`config.mk`:
```
export PLATFORM = sky130hd
export DESIGN_NAME = alu4_arb
export DESIGN_NICKNAME = d
export VERILOG_FILES = /design/src/rtl/alu4_arb.sv
export SDC_FILE = /design/constraint.sdc
export NUM_CORES = 1
export LEC_CHECK = 0
export ABC_CLOCK_PERIOD_IN_PS = 3700
export CAP_MARGIN = 20
export CORE_MARGIN = 1.5
export CORE_UTILIZATION = 45
export CTS_BUF_LIST = sky130_fd_sc_hd__clkbuf_8 sky130_fd_sc_hd__clkbuf_16
export DETAILED_ROUTE_END_ITERATION = 6
export PLACE_DENSITY = 0.88
export SLEW_MARGIN = 20
export SYNTH_ARGS = -nofsm -noshare
export SYNTH_HDL_FRONTEND = slang
export SYNTH_HIERARCHICAL = 1
export SYNTH_SLANG_ARGS = --single-unit
export TNS_END_PERCENT = 100
```
`constraint.sdc`:
```
create_clock -name clk -period 3.7 [get_ports clk]
set_clock_uncertainty 0.15 [all_clocks]
set_input_delay 0.74 -clock clk [delete_from_list [all_inputs] [get_ports clk]]
set_output_delay 0.74 -clock clk [all_outputs]
set_load 0.05 [all_outputs]
```
`src/rtl/alu4_arb.sv`:
```
// Two-requester arbiter in front of one shared 4-bit ALU, with a one-entry tagged result register.
// Define ALU4_ARB_RR_EN for round-robin contention resolution; otherwise requester 0 has fixed priority.

module alu4 (
  input  logic [3:0] a,
  input  logic [3:0] b,
  input  logic [2:0] opt,
  output logic [3:0] y
);

  always_comb begin
    y = 4'h0;
    unique case (opt)
      3'b000: y = a + b;
      3'b001: y = a - b;
      3'b010: y = ~a;
      3'b011: y = a & b;
      3'b100: y = a | b;
      3'b101: y = a ^ b;
      3'b110: y = {3'b000, ($signed(a) < $signed(b))};
      3'b111: y = {3'b000, (a == b)};
      default: y = 4'h0;
    endcase
  end

endmodule

module alu4_arb (
  input  logic       clk,
  input  logic       rst,
  input  logic       req0_valid,
  output logic       req0_ready,
  input  logic [3:0] req0_a,
  input  logic [3:0] req0_b,
  input  logic [2:0] req0_opt,
  input  logic       req1_valid,
  output logic       req1_ready,
  input  logic [3:0] req1_a,
  input  logic [3:0] req1_b,
  input  logic [2:0] req1_opt,
  output logic       resp_valid,
  input  logic       resp_ready,
  output logic       resp_id,
  output logic [3:0] resp_y
);

  // Handshake: a transfer happens on a rising edge where valid && ready are both high.
  // Requesters hold operands stable while valid && !ready; resp_* hold while resp_valid && !resp_ready.
  logic       free;
  logic       pick1;
  logic       acc0;
  logic       acc1;
  logic [3:0] alu_a;
  logic [3:0] alu_b;
  logic [2:0] alu_opt;
  logic [3:0] alu_y;

  assign free = !resp_valid || resp_ready;

`ifdef ALU4_ARB_RR_EN
  logic last_id;

  // On contention the requester that was not granted most recently wins.
  assign pick1 = req1_valid && (!req0_valid || !last_id);

  always_ff @(posedge clk) begin
    if (rst) begin
      last_id <= 1'b1;
    end else if (acc0 || acc1) begin
      last_id <= acc1;
    end
  end
`else
  assign pick1 = req1_valid && !req0_valid;
`endif

  assign req0_ready = !rst && free && req0_valid && !pick1;
  assign req1_ready = !rst && free && pick1;
  assign acc0       = req0_valid && req0_ready;
  assign acc1       = req1_valid && req1_ready;

  assign alu_a   = pick1 ? req1_a   : req0_a;
  assign alu_b   = pick1 ? req1_b   : req0_b;
  assign alu_opt = pick1 ? req1_opt : req0_opt;

  alu4 u_alu4 (
    .a   (alu_a),
    .b   (alu_b),
    .opt (alu_opt),
    .y   (alu_y)
  );

  always_ff @(posedge clk) begin
    if (rst) begin
      resp_valid <= 1'b0;
      resp_id    <= 1'b0;
      resp_y     <= 4'h0;
    end else if (acc0 || acc1) begin
      resp_valid <= 1'b1;
      resp_id    <= acc1;
      resp_y     <= alu_y;
    end else if (resp_ready) begin
      resp_valid <= 1'b0;
    end
  end

endmodule
```
Word-level counts from Yosys, hierarchy flattened
Cells that the tools add are included.
{"block": "totals", "elab_cells": 39, "regBits": 6, "output_inout_bits": 8, "input_bits": 27}
{"block": "op_classes", "magnitude_cmp": 1, "n_eq_ne": 8, "n_reduce_logical": 15, "n_bitwise": 4, "n_addsub": 2, "muxes": 6}
{"cell": "case mux 4 bit (8 select lines)", "count": 1}
{"cell": "== test 3 bit (second input constant)", "count": 4}
{"cell": "two-way mux 4 bit", "count": 2}
{"cell": "logical AND 1 bit", "count": 7}
{"cell": "== test 3 x 2 -> 1 bit (second input constant)", "count": 2}
{"cell": "adder 4 bit", "count": 1}
{"cell": "AND 4 bit", "count": 1}
{"cell": "== test 4 bit", "count": 1}
{"cell": "logical NOT 1 bit", "count": 4}
{"cell": "less-than comparator 4 bit", "count": 1}
{"cell": "NOT 4 bit", "count": 1}
{"cell": "OR 4 bit", "count": 1}
{"cell": "subtractor 4 bit", "count": 1}
{"cell": "bitwise XOR 4 bit", "count": 1}
{"cell": "== test 3 x 1 -> 1 bit (second input constant)", "count": 1}
{"cell": "logical NOT 3 bit", "count": 1}
{"cell": "two-way mux 3 bit", "count": 1}
{"cell": "logical OR 1 bit", "count": 2}
{"cell": "two-way mux 1 bit", "count": 2}
{"cell": "nonzero test 2 bit", "count": 1}

Longest topological paths before layout
Gate-level depths: netlist of the first run.
{"block": "logic_depth", "ltp_word": 8, "ltp_mapped": 12, "mapped_depth_nobuf": 11}

Cells and area by module
The synthesis of the first run kept the hierarchy.
{"mod": "alu4", "cells_each": 72, "seq_area_each_um2": 0.0, "instances": 1, "area_per_inst_um2": 558.0}
{"mod": "alu4_arb", "cells_each": 42, "seq_area_each_um2": 120.1, "instances": 1, "area_per_inst_um2": 432.9}

Least setup slack after synthesis of the first run
OpenSTA, ideal clock, no wires.
{"block": "synth_path", "path_kind": "in2out", "from": "input port req0_valid", "to": "output port req1_ready", "arrival_time_ns": 2.112, "path_stages": 3, "required_time_ns": 2.810, "path_slack_ns": 0.698, "n_path_buf": 1, "path_cell_list": "nand2b_4 -> buf_6 -> nor3_1"}
{"block": "synth_via", "elab_chain_len": 3}
{"element": "start: declaration", "line": "31", "source": "input logic req0_valid,"}
{"element": "logical NOT 1 bit", "line": "74", "source": "assign pick1 = req1_valid && !req0_valid;"}
{"element": "logical AND 1 bit", "line": "74"}
{"element": "logical AND 1 bit", "line": "78", "source": "assign req1_ready = !rst && free && pick1;"}
{"element": "end: declaration", "line": "37", "source": "output logic req1_ready,"}
Every way passes these cells.

Worst setup path after layout of the first run
{"block": "layout_path", "from": "input port resp_ready", "to": "output port req0_ready"}
{"block": "layout_via", "elab_chain_len": 4}
{"element": "start: declaration", "line": "42", "source": "input logic resp_ready,"}
{"element": "logical OR 1 bit", "line": "58", "source": "assign free = !resp_valid || resp_ready;"}
{"element": "logical AND 1 bit (3 in a row)", "line": "77", "source": "assign req0_ready = !rst && free && req0_valid && !pick1;"}
{"element": "end: declaration", "line": "32", "source": "output logic req0_ready,"}
Every way passes these cells.

==> impl_table.tex, run 1 <==
\begin{tabular}{lr}
\hline
Metric & Value \\
\hline
\multicolumn{2}{l}{\textbf{Worst setup path}} \\
\quad Endpoint class of the critical path & output pin \\
\quad Source of the critical timing path & resp\_ready \\
\quad Worst EP arrival & 2470 ps \\
\quad Max Fanout on Critical Path & 8 \\
\quad Critical register-to-register path startpoint & resp\_valid\$\_SDFFE\_PP0P\_ \\
\quad End of the worst register-to-register path & resp\_y[2]\$\_SDFFE\_PP0P\_ \\
\quad Depth of the worst register-to-register path & 3 \\
\quad Critical Path Start Type & primary input \\
\quad Worst setup path category & primary input to output pin \\
\quad Setup slack on the worst flop-to-flop path & 2570 ps \\
\quad Critical path endpoint & req0\_ready \\
\quad Data required time at the worst endpoint & 2810 ps \\
\multicolumn{2}{l}{\textbf{Outcome}} \\
\quad Outcome & complete, no violations \\
\multicolumn{2}{l}{\textbf{STA}} \\
\quad Total count of hold-check failures in the final report & 0 \\
\quad Final setup viols & 0 \\
\quad Transition time at the pin with the least slew margin & 521 ps \\
\quad Final-layout worst hold slack & 354 ps \\
\quad Setup repair after global routing missed its margin & no \\
\quad Max-slew violation count & 0 \\
\quad Sum of negative setup slack & 0 ps \\
\quad Minimum period implied by the final worst setup slack & 3360 ps \\
\quad Fmax & 0.298 GHz \\
\quad Max-slew headroom & 65.1\% \\
\quad Final critical-path share of the clock period & 90.8\% \\
\multicolumn{2}{l}{\textbf{Drt}} \\
\quad Post-detailed-routing wire length & 2.45 mm \\
\quad Avg Vias per Cell & 5.46 \\
\quad First drt pass iteration count & 4 \\
\quad DR vias & 945 \\
\quad DRC errors left & 0 \\
\quad 1st-iter DRT viols & 5 \\
\quad Number of routed nets with antenna violations & 0 \\
\quad WL/cell & 14.2 µm \\
\multicolumn{2}{l}{\textbf{Cells and area}} \\
\quad Ant. Diodes & 0 \\
\quad Post-route core utilization & 67.5\% \\
\quad Top library cells by usage in the layout, fill and taps aside & clkdlybuf4s50\_1 (33), inv\_1 (12), ha\_1 (12) \\
\quad Layout Cells excl Fill & 173 \\
\quad Final \#Nets & 189 \\
\quad Most frequent standard cell in the layout excluding fill and tap cells & clkdlybuf4s50\_1 \\
\quad Share of layout cells above drive strength 1 & 14.4\% \\
\quad Area grow syn2layout & 37.6\% \\
\quad Post-route cell area & 1360 µm² \\
\multicolumn{2}{l}{\textbf{GRT}} \\
\quad Gr ovfl total & 0 \\
\quad Maximum number of pins on one net before global-route repair & 19 \\
\quad Wire length of the first global-routing pass & 3.95 mm \\
\quad Antenna violations before repair & 0 \\
\quad Gr usage total & 20.0\% \\
\quad Via count of the first global-routing pass & 924 \\
\multicolumn{2}{l}{\textbf{Clocking}} \\
\quad Clock tree from TritonCTS & done \\
\quad Resized cells post-CTS & 0 \\
\quad Clock Sinks & 6 \\
\quad Clock latency on the worst-skew pair & 220 ps \\
\quad Buffers inserted by post-CTS timing repair & 0 \\
\quad Clock input transition at the sequential cells of the worst setup and hold paths & 40 ps \\
\quad Post-CTS Hold Fix Bufs & 0 \\
\quad Root buffer cell & clkbuf\_8 \\
\quad Number of buffers on the longest clock path & 2 \\
\quad H-tree depth & 1 \\
\quad Number of buffers inserted during clock tree synthesis & 3 \\
\multicolumn{2}{l}{\textbf{Yosys}} \\
\quad Main flop type after synthesis & dfxtp\_1 \\
\quad Number of distinct standard cells referenced by the synthesized netlist & 42 \\
\quad Synthesized Nets & 155 \\
\quad Yosys Warn Count & 6 \\
\quad Synthesized cell area & 991 µm² \\
\quad Avg Inst Size Synth & 8.69 µm² \\
\quad Number of flops mapped to enable cells by yosys & 0 \\
\quad Gate Count Post-Synth & 114 \\
\quad Async set-reset flop share out of synthesis & 0\% \\
\quad Portion of the post-synthesis area used by sequential elements & 12.1\% \\
\quad \#FFs+latches synth & 6 \\
\multicolumn{2}{l}{\textbf{Worst hold path}} \\
\quad Worst Hold Class & register to register \\
\multicolumn{2}{l}{\textbf{Die}} \\
\quad Die Width & 49.9 µm \\
\quad Row Count & 16 \\
\quad Die area & 2490 µm² \\
\quad Number of top-level pins & 35 \\
\quad Height of the die & 49.9 µm \\
\quad Starting density of the core & 49.0\% \\
\quad Floorplan core area & 2020 µm² \\
\multicolumn{2}{l}{\textbf{Power}} \\
\quad Maximum ir drop on the vdd rail & 0.261 mV \\
\quad Static leakage power & 0.619 nW \\
\quad Pwr dens & 281 nW/µm² \\
\multicolumn{2}{l}{\textbf{Place}} \\
\quad Placed Instances & 170 \\
\quad RePlAce Congestion & 0.919 \\
\quad Detailed placement HPWL & 1.79 mm \\
\quad Placed cell areas & 1320 µm² \\
\quad Count of buffers from port buffering & 34 \\
\multicolumn{2}{l}{\textbf{Job}} \\
\quad Max-cap violations & 0 \\
\hline
\end{tabular}
## per-layer routing
metal / global-route usage [%] / vias up / share of wire, % / wire length, µm
met4: 6.48 / 0 / 1.8 / 44
met2: 37.1 / 31 / 51 / 1250
met5: 0 / - / 0 / 0
met3: 3.64 / 4 / 4.4 / 108
met1: 22.7 / 435 / 43 / 1050
li1: - / 475 / - / -
## logic make-up after synthesis
group,share of synthesized area [%]
AND/OR/NAND/NOR,18.2
AO/OA/AOI/OAI,19.8
buffers and inverters,9.72
adder cells (fa/ha/maj),19.2
multiplexers,19.2
flip-flops,12.1
XOR/XNOR,1.77
## through the flow
stage / power, mW / setup WS (ps)
after floorplan: 0.220 / 698
after global placement: 0.277 / 193
after detailed placement: 0.281 / 167
after CTS: 0.385 / 338
after global routing: 0.407 / 258
final: 0.383 / 339
## power breakdown
part	internal [mW]	switching, mW	leakage [nW]
Combinational	0.0996	0.109	0.548
Sequential	0.0718	0.00404	0.0496
Clock	0.0700	0.0294	0.0216
## worst min-delay path by stage
stage	start	endpoint	slack, ps	depth (start not counted)
2_1_floorplan	resp_y[1]$_SDFFE_PP0P_	resp_y[1]$_SDFFE_PP0P_	570	2
3_3_place_gp	resp_y[2]$_SDFFE_PP0P_	resp_y[2]$_SDFFE_PP0P_	330	2
3_5_place_dp	resp_y[3]$_SDFFE_PP0P_	resp_y[3]$_SDFFE_PP0P_	340	2
4_1_cts	resp_y[2]$_SDFFE_PP0P_	resp_y[2]$_SDFFE_PP0P_	350	2
5_1_grt	resp_y[2]$_SDFFE_PP0P_	resp_y[2]$_SDFFE_PP0P_	370	2
6_report	resp_y[1]$_SDFFE_PP0P_	resp_y[1]$_SDFFE_PP0P_	350	2
## cells in the mapped netlist (2+ instances only)
library cell,number,area share (%)
nand2b_1,2,1.3
nand2_1,4,1.5
nor2_1,7,2.7
a21oi_1,10,5.1
xnor2_1,2,1.8
nor3b_1,2,1.5
buf_4,2,1.5
mux2_2,2,2.3
inv_1,12,4.5
buf_6,2,2.3
nor2b_1,2,1.3
a31oi_1,2,1.3
fa_1,2,4.0
dfxtp_1,6,12
ha_1,12,15
o211ai_1,5,3.8
nand4_1,4,2.5
nor3_1,4,2.0
mux2_4,9,14
## critical path: stages
cell and delay (ps):
clkdlybuf4s50_1 470, nand2b_1 260, and3_1 200, clkdlybuf4s50_1 800
## registers in the layout, indices dropped and copies added (netlist names)
| name | cells |
|---|---|
| resp_valid | 1 |
| resp_id | 1 |
| resp_y | 4 |
## layout make-up
class,instances,area (µm²)
multi-input cells,89,774
fillers,176,658
repair buffers,35,345
flip-flops and latches,6,120
inverters,13,48.8
clock buffers,3,41.3
well taps,27,33.8
Power figures use the tool's default switching activity.
==> run 2: changes to the inputs <==
--- a/config.mk
+++ b/config.mk
@@ -5,13 +5,14 @@
 export SDC_FILE = /design/constraint.sdc
 export NUM_CORES = 1
 export LEC_CHECK = 0
-export ABC_CLOCK_PERIOD_IN_PS = 3700
+export ABC_CLOCK_PERIOD_IN_PS = 4350
 export CAP_MARGIN = 20
 export CORE_MARGIN = 1.5
-export CORE_UTILIZATION = 45
+export CORE_UTILIZATION = 48
 export CTS_BUF_LIST = sky130_fd_sc_hd__clkbuf_8 sky130_fd_sc_hd__clkbuf_16
 export DETAILED_ROUTE_END_ITERATION = 6
-export PLACE_DENSITY = 0.88
+export GPL_ROUTABILITY_DRIVEN = 1
+export PLACE_DENSITY = 0.93
 export SLEW_MARGIN = 20
 export SYNTH_ARGS = -nofsm -noshare
 export SYNTH_HDL_FRONTEND = slang
==> constraint.sdc (replaced) <==
create_clock -name clk -period 4.35 [get_ports clk]
set_clock_uncertainty 0.15 [all_clocks]
set_input_delay 0.87 -clock clk [delete_from_list [all_inputs] [get_ports clk]]
set_output_delay 0.87 -clock clk [all_outputs]
set_load 0.05 [all_outputs]
==> impl_table.tex, run 2 (synthesis gave the netlist of run 1 again) <==
\begin{tabular}{lr}
\hline
Metric & Value \\
\hline
\multicolumn{2}{l}{\textbf{Worst setup path}} \\
\quad Depth of the worst register-to-register path & 3 (unchanged) \\
\quad Setup slack on the worst flop-to-flop path & 3210 ps (was 2570 ps) \\
\quad Data required time at the worst endpoint & 3330 ps (was 2810 ps) \\
\quad Critical register-to-register path startpoint & resp\_valid\$\_SDFFE\_PP0P\_ (unchanged) \\
\quad Cell breakdown of the critical path & clkdlybuf4s50\_1, nand2b\_4, nor3\_1, clkdlybuf4s50\_1 (was clkdlybuf4s50\_1, nand2b\_1, and3\_1, clkdlybuf4s50\_1) \\
\quad Worst setup path category & primary input to output pin (unchanged) \\
\quad Endpoint class of the critical path & output pin (unchanged) \\
\quad Cell repeated most along the worst path & clkdlybuf4s50\_1 (unchanged) \\
\quad Largest stage delay, worst path & 850 ps (was 800 ps) \\
\quad Max Fanout on Critical Path & 12 (was 8) \\
\quad Crit path max-delay cell type & clkdlybuf4s50\_1 (unchanged) \\
\quad Worst EP arrival & 2740 ps (was 2470 ps) \\
\quad End of the worst register-to-register path & resp\_y[0]\$\_SDFFE\_PP0P\_ (was resp\_y[2]\$\_SDFFE\_PP0P\_) \\
\quad Critical Path Start Type & primary input (unchanged) \\
\multicolumn{2}{l}{\textbf{Drt}} \\
\quad 1st-iter DRT viols & 19 (was 5) \\
\quad First drt pass iteration count & 4 (unchanged) \\
\quad Avg Vias per Cell & 5.54 (was 5.46) \\
\quad DRC errors left & 0 (unchanged) \\
\quad Post-detailed-routing wire length & 2.29 mm (was 2.45 mm) \\
\quad WL/cell & 13.3 µm (was 14.2 µm) \\
\quad Number of routed nets with antenna violations & 0 (unchanged) \\
\quad DR vias & 953 (was 945) \\
\multicolumn{2}{l}{\textbf{GRT}} \\
\quad Maximum number of pins on one net before global-route repair & 19 (unchanged) \\
\quad Via count of the first global-routing pass & 932 (was 924) \\
\quad Wire length of the first global-routing pass & 3.89 mm (was 3.95 mm) \\
\quad Gr ovfl total & 0 (unchanged) \\
\quad Gr usage total & 20.4\% (was 20.0\%) \\
\quad Antenna violations before repair & 0 (unchanged) \\
\multicolumn{2}{l}{\textbf{Clocking}} \\
\quad Clock Sinks & 6 (unchanged) \\
\quad H-tree depth & 1 (unchanged) \\
\quad Buffers inserted by post-CTS timing repair & 0 (unchanged) \\
\quad Post-CTS Hold Fix Bufs & 0 (unchanged) \\
\quad Number of buffers inserted during clock tree synthesis & 3 (unchanged) \\
\quad Clock tree from TritonCTS & done (unchanged) \\
\quad Clock latency on the worst-skew pair & 230 ps (was 220 ps) \\
\quad Clock input transition at the sequential cells of the worst setup and hold paths & 30 ps (was 40 ps) \\
\quad Resized cells post-CTS & 0 (unchanged) \\
\quad Root buffer cell & clkbuf\_8 (unchanged) \\
\quad Number of buffers on the longest clock path & 2 (unchanged) \\
\multicolumn{2}{l}{\textbf{Power}} \\
\quad Static leakage power & 0.613 nW (was 0.619 nW) \\
\quad Maximum ir drop on the vdd rail & 0.193 mV (was 0.261 mV) \\
\quad Pwr dens & 237 nW/µm² (was 281 nW/µm²) \\
\multicolumn{2}{l}{\textbf{STA}} \\
\quad Setup repair after global routing missed its margin & no (unchanged) \\
\quad Transition time at the pin with the least slew margin & 502 ps (was 521 ps) \\
\quad Final critical-path share of the clock period & 86.5\% \\
\quad Final setup viols & 0 (unchanged) \\
\quad Fmax & 0.266 GHz \\
\quad Minimum period implied by the final worst setup slack & 3760 ps \\
\quad Max-slew headroom & 66.4\% (was 65.1\%) \\
\quad Sum of negative setup slack & 0 ps (unchanged) \\
\quad Total count of hold-check failures in the final report & 0 (unchanged) \\
\quad Max-slew violation count & 0 (unchanged) \\
\multicolumn{2}{l}{\textbf{Die}} \\
\quad Floorplan core area & 1960 µm² (was 2020 µm²) \\
\quad Die Width & 48.4 µm (was 49.9 µm) \\
\quad Row Count & 16 (unchanged) \\
\quad Die area & 2350 µm² (was 2490 µm²) \\
\quad Number of top-level pins & 35 (unchanged) \\
\quad Starting density of the core & 50.5\% (was 49.0\%) \\
\quad Height of the die & 48.4 µm (was 49.9 µm) \\
\multicolumn{2}{l}{\textbf{Cells and area}} \\
\quad Final \#Nets & 188 (was 189) \\
\quad Most frequent standard cell in the layout excluding fill and tap cells & clkdlybuf4s50\_1 (unchanged) \\
\quad Ant. Diodes & 0 (unchanged) \\
\quad Top library cells by usage in the layout, fill and taps aside & clkdlybuf4s50\_1 (34), inv\_1 (12), ha\_1 (12) (was clkdlybuf4s50\_1 (33), inv\_1 (12), ha\_1 (12)) \\
\quad Area taken by multi-input logic gates & 774 µm² (unchanged) \\
\quad Share of layout cells above drive strength 1 & 13.1\% (was 14.4\%) \\
\quad Area grow syn2layout & 37.1\% (was 37.6\%) \\
\quad Regs by FF count & resp\_y (4), resp\_id (1), resp\_valid (1) (unchanged) \\
\quad Biggest register & resp\_y (unchanged) \\
\quad Sequential standard cell area & 120 µm² (unchanged) \\
\quad Fill cells & 162 (was 176) \\
\quad Post-route core utilization & 69.3\% (was 67.5\%) \\
\quad Largest register FFs & 4 (unchanged) \\
\multicolumn{2}{l}{\textbf{Worst hold path}} \\
\quad Worst Hold Class & register to register (unchanged) \\
\quad Worst-case hold path end point & resp\_y[2]\$\_SDFFE\_PP0P\_ (was resp\_y[1]\$\_SDFFE\_PP0P\_) \\
\quad Cell count of the worst hold path & 2 (unchanged) \\
\quad Start point of the worst hold path & resp\_y[2]\$\_SDFFE\_PP0P\_ (was resp\_y[1]\$\_SDFFE\_PP0P\_) \\
\multicolumn{2}{l}{\textbf{Place}} \\
\quad Count of buffers from port buffering & 34 (unchanged) \\
\quad Detailed placement HPWL & 1.83 mm (was 1.79 mm) \\
\quad RePlAce Congestion & 0.812 (was 0.919) \\
\multicolumn{2}{l}{\textbf{Outcome}} \\
\quad Outcome & complete, no violations (unchanged) \\
\multicolumn{2}{l}{\textbf{Job}} \\
\quad Max-cap violations & 0 (unchanged) \\
\hline
\end{tabular}
## run 2: cell count changes in the layout (fill, tap and decap cells not counted), sizes merged
cell           delta
buf               -2
clkdlybuf4s50     +1
## run 2: cell type report
cell class | count | share of cell area (%)
Multi-Input combinational cell | 89 | 57.0
Timing Repair Buffer | 34 | 25.0
Sequential cell | 6 | 8.84
Inverter | 13 | 3.59
Clock buffer | 3 | 3.04
Tap cell | 27 | 2.49
## run 2: critical path: cells and delay by family
kind                   cells  cell delay (ps)
buffers and inverters      2             1320
AND/OR/NAND/NOR            2              550
## run 2: stage by stage
stage	cell area [µm²]	cells	setup slack (ps)	total power, mW	hold slack [ps]
after floorplan	991	114	1090	0.187	572
after global placement	1320	169	675	0.232	333
after detailed placement	1320	169	587	0.237	336
after CTS	1360	172	572	0.323	350
after global routing	1360	172	514	0.344	366
final	1360	172	586	0.322	356
## run 2: power by group
part	leakage (nW)	internal [mW]	switching [mW]	total, mW
Sequential	0.0496	0.0610	0.00333	0.0644
Clock	0.0216	0.0595	0.0251	0.0847
Combinational	0.542	0.0838	0.0895	0.173
Total	0.613	0.204	0.118	0.322
## run 2: worst max-delay path by stage
stage	startpoint	to	slack, ps	cells past startpoint
final	req0_valid	req1_ready	590	4
after global routing	req1_valid	req1_ready	510	4
after CTS	req1_valid	req1_ready	570	4
after detailed placement	req1_valid	req1_ready	590	4
after global placement	req0_valid	resp_y[1]$_SDFFE_PP0P_	680	10
after floorplan	req0_valid	req1_ready	1090	3
## run 2: metal layers
layer	routed length [µm]	up-vias	GRT usage, %
met5	0	-	0
met4	12	0	5.71
met3	99	2	3.40
met2	1230	27	38.7
met1	943	451	23.6
li1	-	473	-
==> run 3: changes to the inputs <==
--- a/config.mk
+++ b/config.mk
@@ -5,11 +5,13 @@
 export SDC_FILE = /design/constraint.sdc
 export NUM_CORES = 1
 export LEC_CHECK = 0
+export ABC_AREA = 0
 export ABC_CLOCK_PERIOD_IN_PS = 4350
 export CAP_MARGIN = 20
-export CORE_MARGIN = 1.5
+export CORE_MARGIN = 10
 export CORE_UTILIZATION = 48
 export CTS_BUF_LIST = sky130_fd_sc_hd__clkbuf_8 sky130_fd_sc_hd__clkbuf_16
+export CTS_CLUSTER_DIAMETER = 30
 export DETAILED_ROUTE_END_ITERATION = 6
 export GPL_ROUTABILITY_DRIVEN = 1
 export PLACE_DENSITY = 0.93
==> impl_table.tex, run 3 (synthesis gave the netlist of run 1 again) <==
\begin{tabular}{lr}
\hline
Metric & Value \\
\hline
\multicolumn{2}{l}{\textbf{STA}} \\
\quad Fmax & 0.267 GHz (was 0.266 GHz) \\
\quad Max-slew headroom & 64.6\% (was 66.4\%) \\
\quad Final critical-path share of the clock period & 86.1\% (was 86.5\%) \\
\quad Setup repair after global routing missed its margin & no (unchanged) \\
\quad Transition time at the pin with the least slew margin & 529 ps (was 502 ps) \\
\quad Sum of negative setup slack & 0 ps (unchanged) \\
\quad Final setup viols & 0 (unchanged) \\
\quad Total count of hold-check failures in the final report & 0 (unchanged) \\
\quad Max-slew violation count & 0 (unchanged) \\
\quad Minimum period implied by the final worst setup slack & 3740 ps (was 3760 ps) \\
\multicolumn{2}{l}{\textbf{Worst setup path}} \\
\quad Max Fanout on Critical Path & 12 (unchanged) \\
\quad Cell repeated most along the worst path & clkdlybuf4s50\_1 (unchanged) \\
\quad Largest stage delay, worst path & 840 ps (was 850 ps) \\
\quad Setup slack on the worst flop-to-flop path & 3220 ps (was 3210 ps) \\
\quad Cell breakdown of the critical path & clkdlybuf4s50\_1, nand2b\_4, nor3\_1, clkdlybuf4s50\_1 (unchanged) \\
\quad Critical Path Start Type & primary input (unchanged) \\
\quad Endpoint class of the critical path & output pin (unchanged) \\
\quad Crit path max-delay cell type & clkdlybuf4s50\_1 (unchanged) \\
\quad Data required time at the worst endpoint & 3330 ps (about the same) \\
\quad Worst EP arrival & 2720 ps (was 2740 ps) \\
\quad Worst setup path category & primary input to output pin (unchanged) \\
\multicolumn{2}{l}{\textbf{Die}} \\
\quad Die Width & 65.4 µm (was 48.4 µm) \\
\quad Die area & 4280 µm² (was 2350 µm²) \\
\quad Floorplan core area & 1960 µm² (unchanged) \\
\quad Height of the die & 65.4 µm (was 48.4 µm) \\
\quad Number of top-level pins & 35 (unchanged) \\
\quad Row Count & 16 (unchanged) \\
\quad Starting density of the core & 50.5\% (unchanged) \\
\multicolumn{2}{l}{\textbf{Cells and area}} \\
\quad Biggest register & resp\_y (unchanged) \\
\quad Top library cells by usage in the layout, fill and taps aside & clkdlybuf4s50\_1 (34), inv\_1 (12), ha\_1 (12) (unchanged) \\
\quad Final \#Nets & 188 (unchanged) \\
\quad Ant. Diodes & 0 (unchanged) \\
\quad Area grow syn2layout & 37.1\% (unchanged) \\
\quad Largest register FFs & 4 (unchanged) \\
\quad Most frequent standard cell in the layout excluding fill and tap cells & clkdlybuf4s50\_1 (unchanged) \\
\quad Share of layout cells above drive strength 1 & 13.1\% (unchanged) \\
\quad Post-route cell area & 1360 µm² (unchanged) \\
\quad Regs by FF count & resp\_y (4), resp\_id (1), resp\_valid (1) (unchanged) \\
\multicolumn{2}{l}{\textbf{Drt}} \\
\quad WL/cell & 15.7 µm (was 13.3 µm) \\
\quad DR vias & 939 (was 953) \\
\quad Post-detailed-routing wire length & 2.70 mm (was 2.29 mm) \\
\quad Number of routed nets with antenna violations & 0 (unchanged) \\
\quad DRC errors left & 0 (unchanged) \\
\quad First drt pass iteration count & 4 (unchanged) \\
\quad 1st-iter DRT viols & 22 (was 19) \\
\quad Avg Vias per Cell & 5.46 (was 5.54) \\
\multicolumn{2}{l}{\textbf{GRT}} \\
\quad Via count of the first global-routing pass & 994 (was 932) \\
\quad Wire length of the first global-routing pass & 4.45 mm (was 3.89 mm) \\
\quad Gr usage total & 12.6\% (was 20.4\%) \\
\quad Gr ovfl total & 0 (unchanged) \\
\quad Antenna violations before repair & 0 (unchanged) \\
\quad Maximum number of pins on one net before global-route repair & 19 (unchanged) \\
\multicolumn{2}{l}{\textbf{Clocking}} \\
\quad Clock tree from TritonCTS & done (unchanged) \\
\quad Clock Sinks & 6 (unchanged) \\
\quad Clock latency on the worst-skew pair & 220 ps (was 230 ps) \\
\quad Post-CTS Hold Fix Bufs & 0 (unchanged) \\
\quad Number of buffers inserted during clock tree synthesis & 3 (unchanged) \\
\quad Clock input transition at the sequential cells of the worst setup and hold paths & 40 ps (was 30 ps) \\
\quad Number of buffers on the longest clock path & 2 (unchanged) \\
\quad H-tree depth & 1 (unchanged) \\
\quad Root buffer cell & clkbuf\_8 (unchanged) \\
\quad Resized cells post-CTS & 0 (unchanged) \\
\quad Buffers inserted by post-CTS timing repair & 0 (unchanged) \\
\multicolumn{2}{l}{\textbf{Place}} \\
\quad RePlAce Congestion & 0.894 (was 0.812) \\
\quad Count of buffers from port buffering & 34 (unchanged) \\
\quad Placed cell areas & 1320 µm² (unchanged) \\
\quad Detailed placement HPWL & 2.14 mm (was 1.83 mm) \\
\multicolumn{2}{l}{\textbf{Worst hold path}} \\
\quad Worst Hold Class & register to register (unchanged) \\
\multicolumn{2}{l}{\textbf{Power}} \\
\quad Maximum ir drop on the vdd rail & 0.203 mV (was 0.193 mV) \\
\quad Static leakage power & 0.613 nW (unchanged) \\
\quad Pwr dens & 241 nW/µm² (was 237 nW/µm²) \\
\multicolumn{2}{l}{\textbf{Job}} \\
\quad Max-cap violations & 0 (unchanged) \\
\multicolumn{2}{l}{\textbf{Outcome}} \\
\quad Outcome & complete, no violations (unchanged) \\
\hline
\end{tabular}
run 3: area by class of cell:
| type | instances | area (µm²) |
|---|---|---|
| Clock buffer | 3 | 41.3 |
| Fill cell | 166 | 603 |
| Inverter | 13 | 48.8 |
| Multi-Input combinational cell | 89 | 774 |
| Sequential cell | 6 | 120 |
| Tap cell | 27 | 33.8 |
| Timing Repair Buffer | 34 | 340 |
run 3: final timing paths:
| check | startpoint | cells past startpoint | end |
|---|---|---|---|
| worst max-delay path | req1_valid | 4 | req1_ready |
| worst min-delay path | resp_y[3]$_SDFFE_PP0P_ | 2 | resp_y[3]$_SDFFE_PP0P_ |
| worst max register to register | resp_valid$_SDFFE_PP0P_ | 3 | resp_y[1]$_SDFFE_PP0P_ |
| worst min register to register | resp_y[3]$_SDFFE_PP0P_ | 2 | resp_y[3]$_SDFFE_PP0P_ |
run 3: stage by stage:
stage          setup slack (ps)  power [mW]  hold WS (ps)  cells  util, %
2_1_floorplan              1090       0.187           572    114        -
3_3_place_gp                670       0.233           333    169     67.2
3_5_place_dp                608       0.239           341    169     67.2
4_1_cts                     579       0.327           349    172     69.3
5_1_grt                     529       0.346           379    172     69.3
6_report                    605       0.327           350    172     69.3
run 3: power by group:
| group | internal, mW | switching (mW) | leakage (nW) |
|---|---|---|---|
| logic | 0.0839 | 0.0919 | 0.542 |
| registers | 0.0610 | 0.00350 | 0.0496 |
| clock network | 0.0597 | 0.0269 | 0.0216 |
run 3: worst max-delay path, delay by kind of cell:
kind | cells | cell delay, ps
buf+inv | 2 | 1420
simple gates | 2 | 430
run 3: per-layer routing:
layer,part of all wire (%),up-vias,track usage [%],routed length (µm)
li1,-,472,-,-
met1,42,428,13.4,1140
met2,50,37,22.4,1360
met3,7.2,2,4.75,193
met4,0.074,0,4.28,2
met5,0,-,0,0
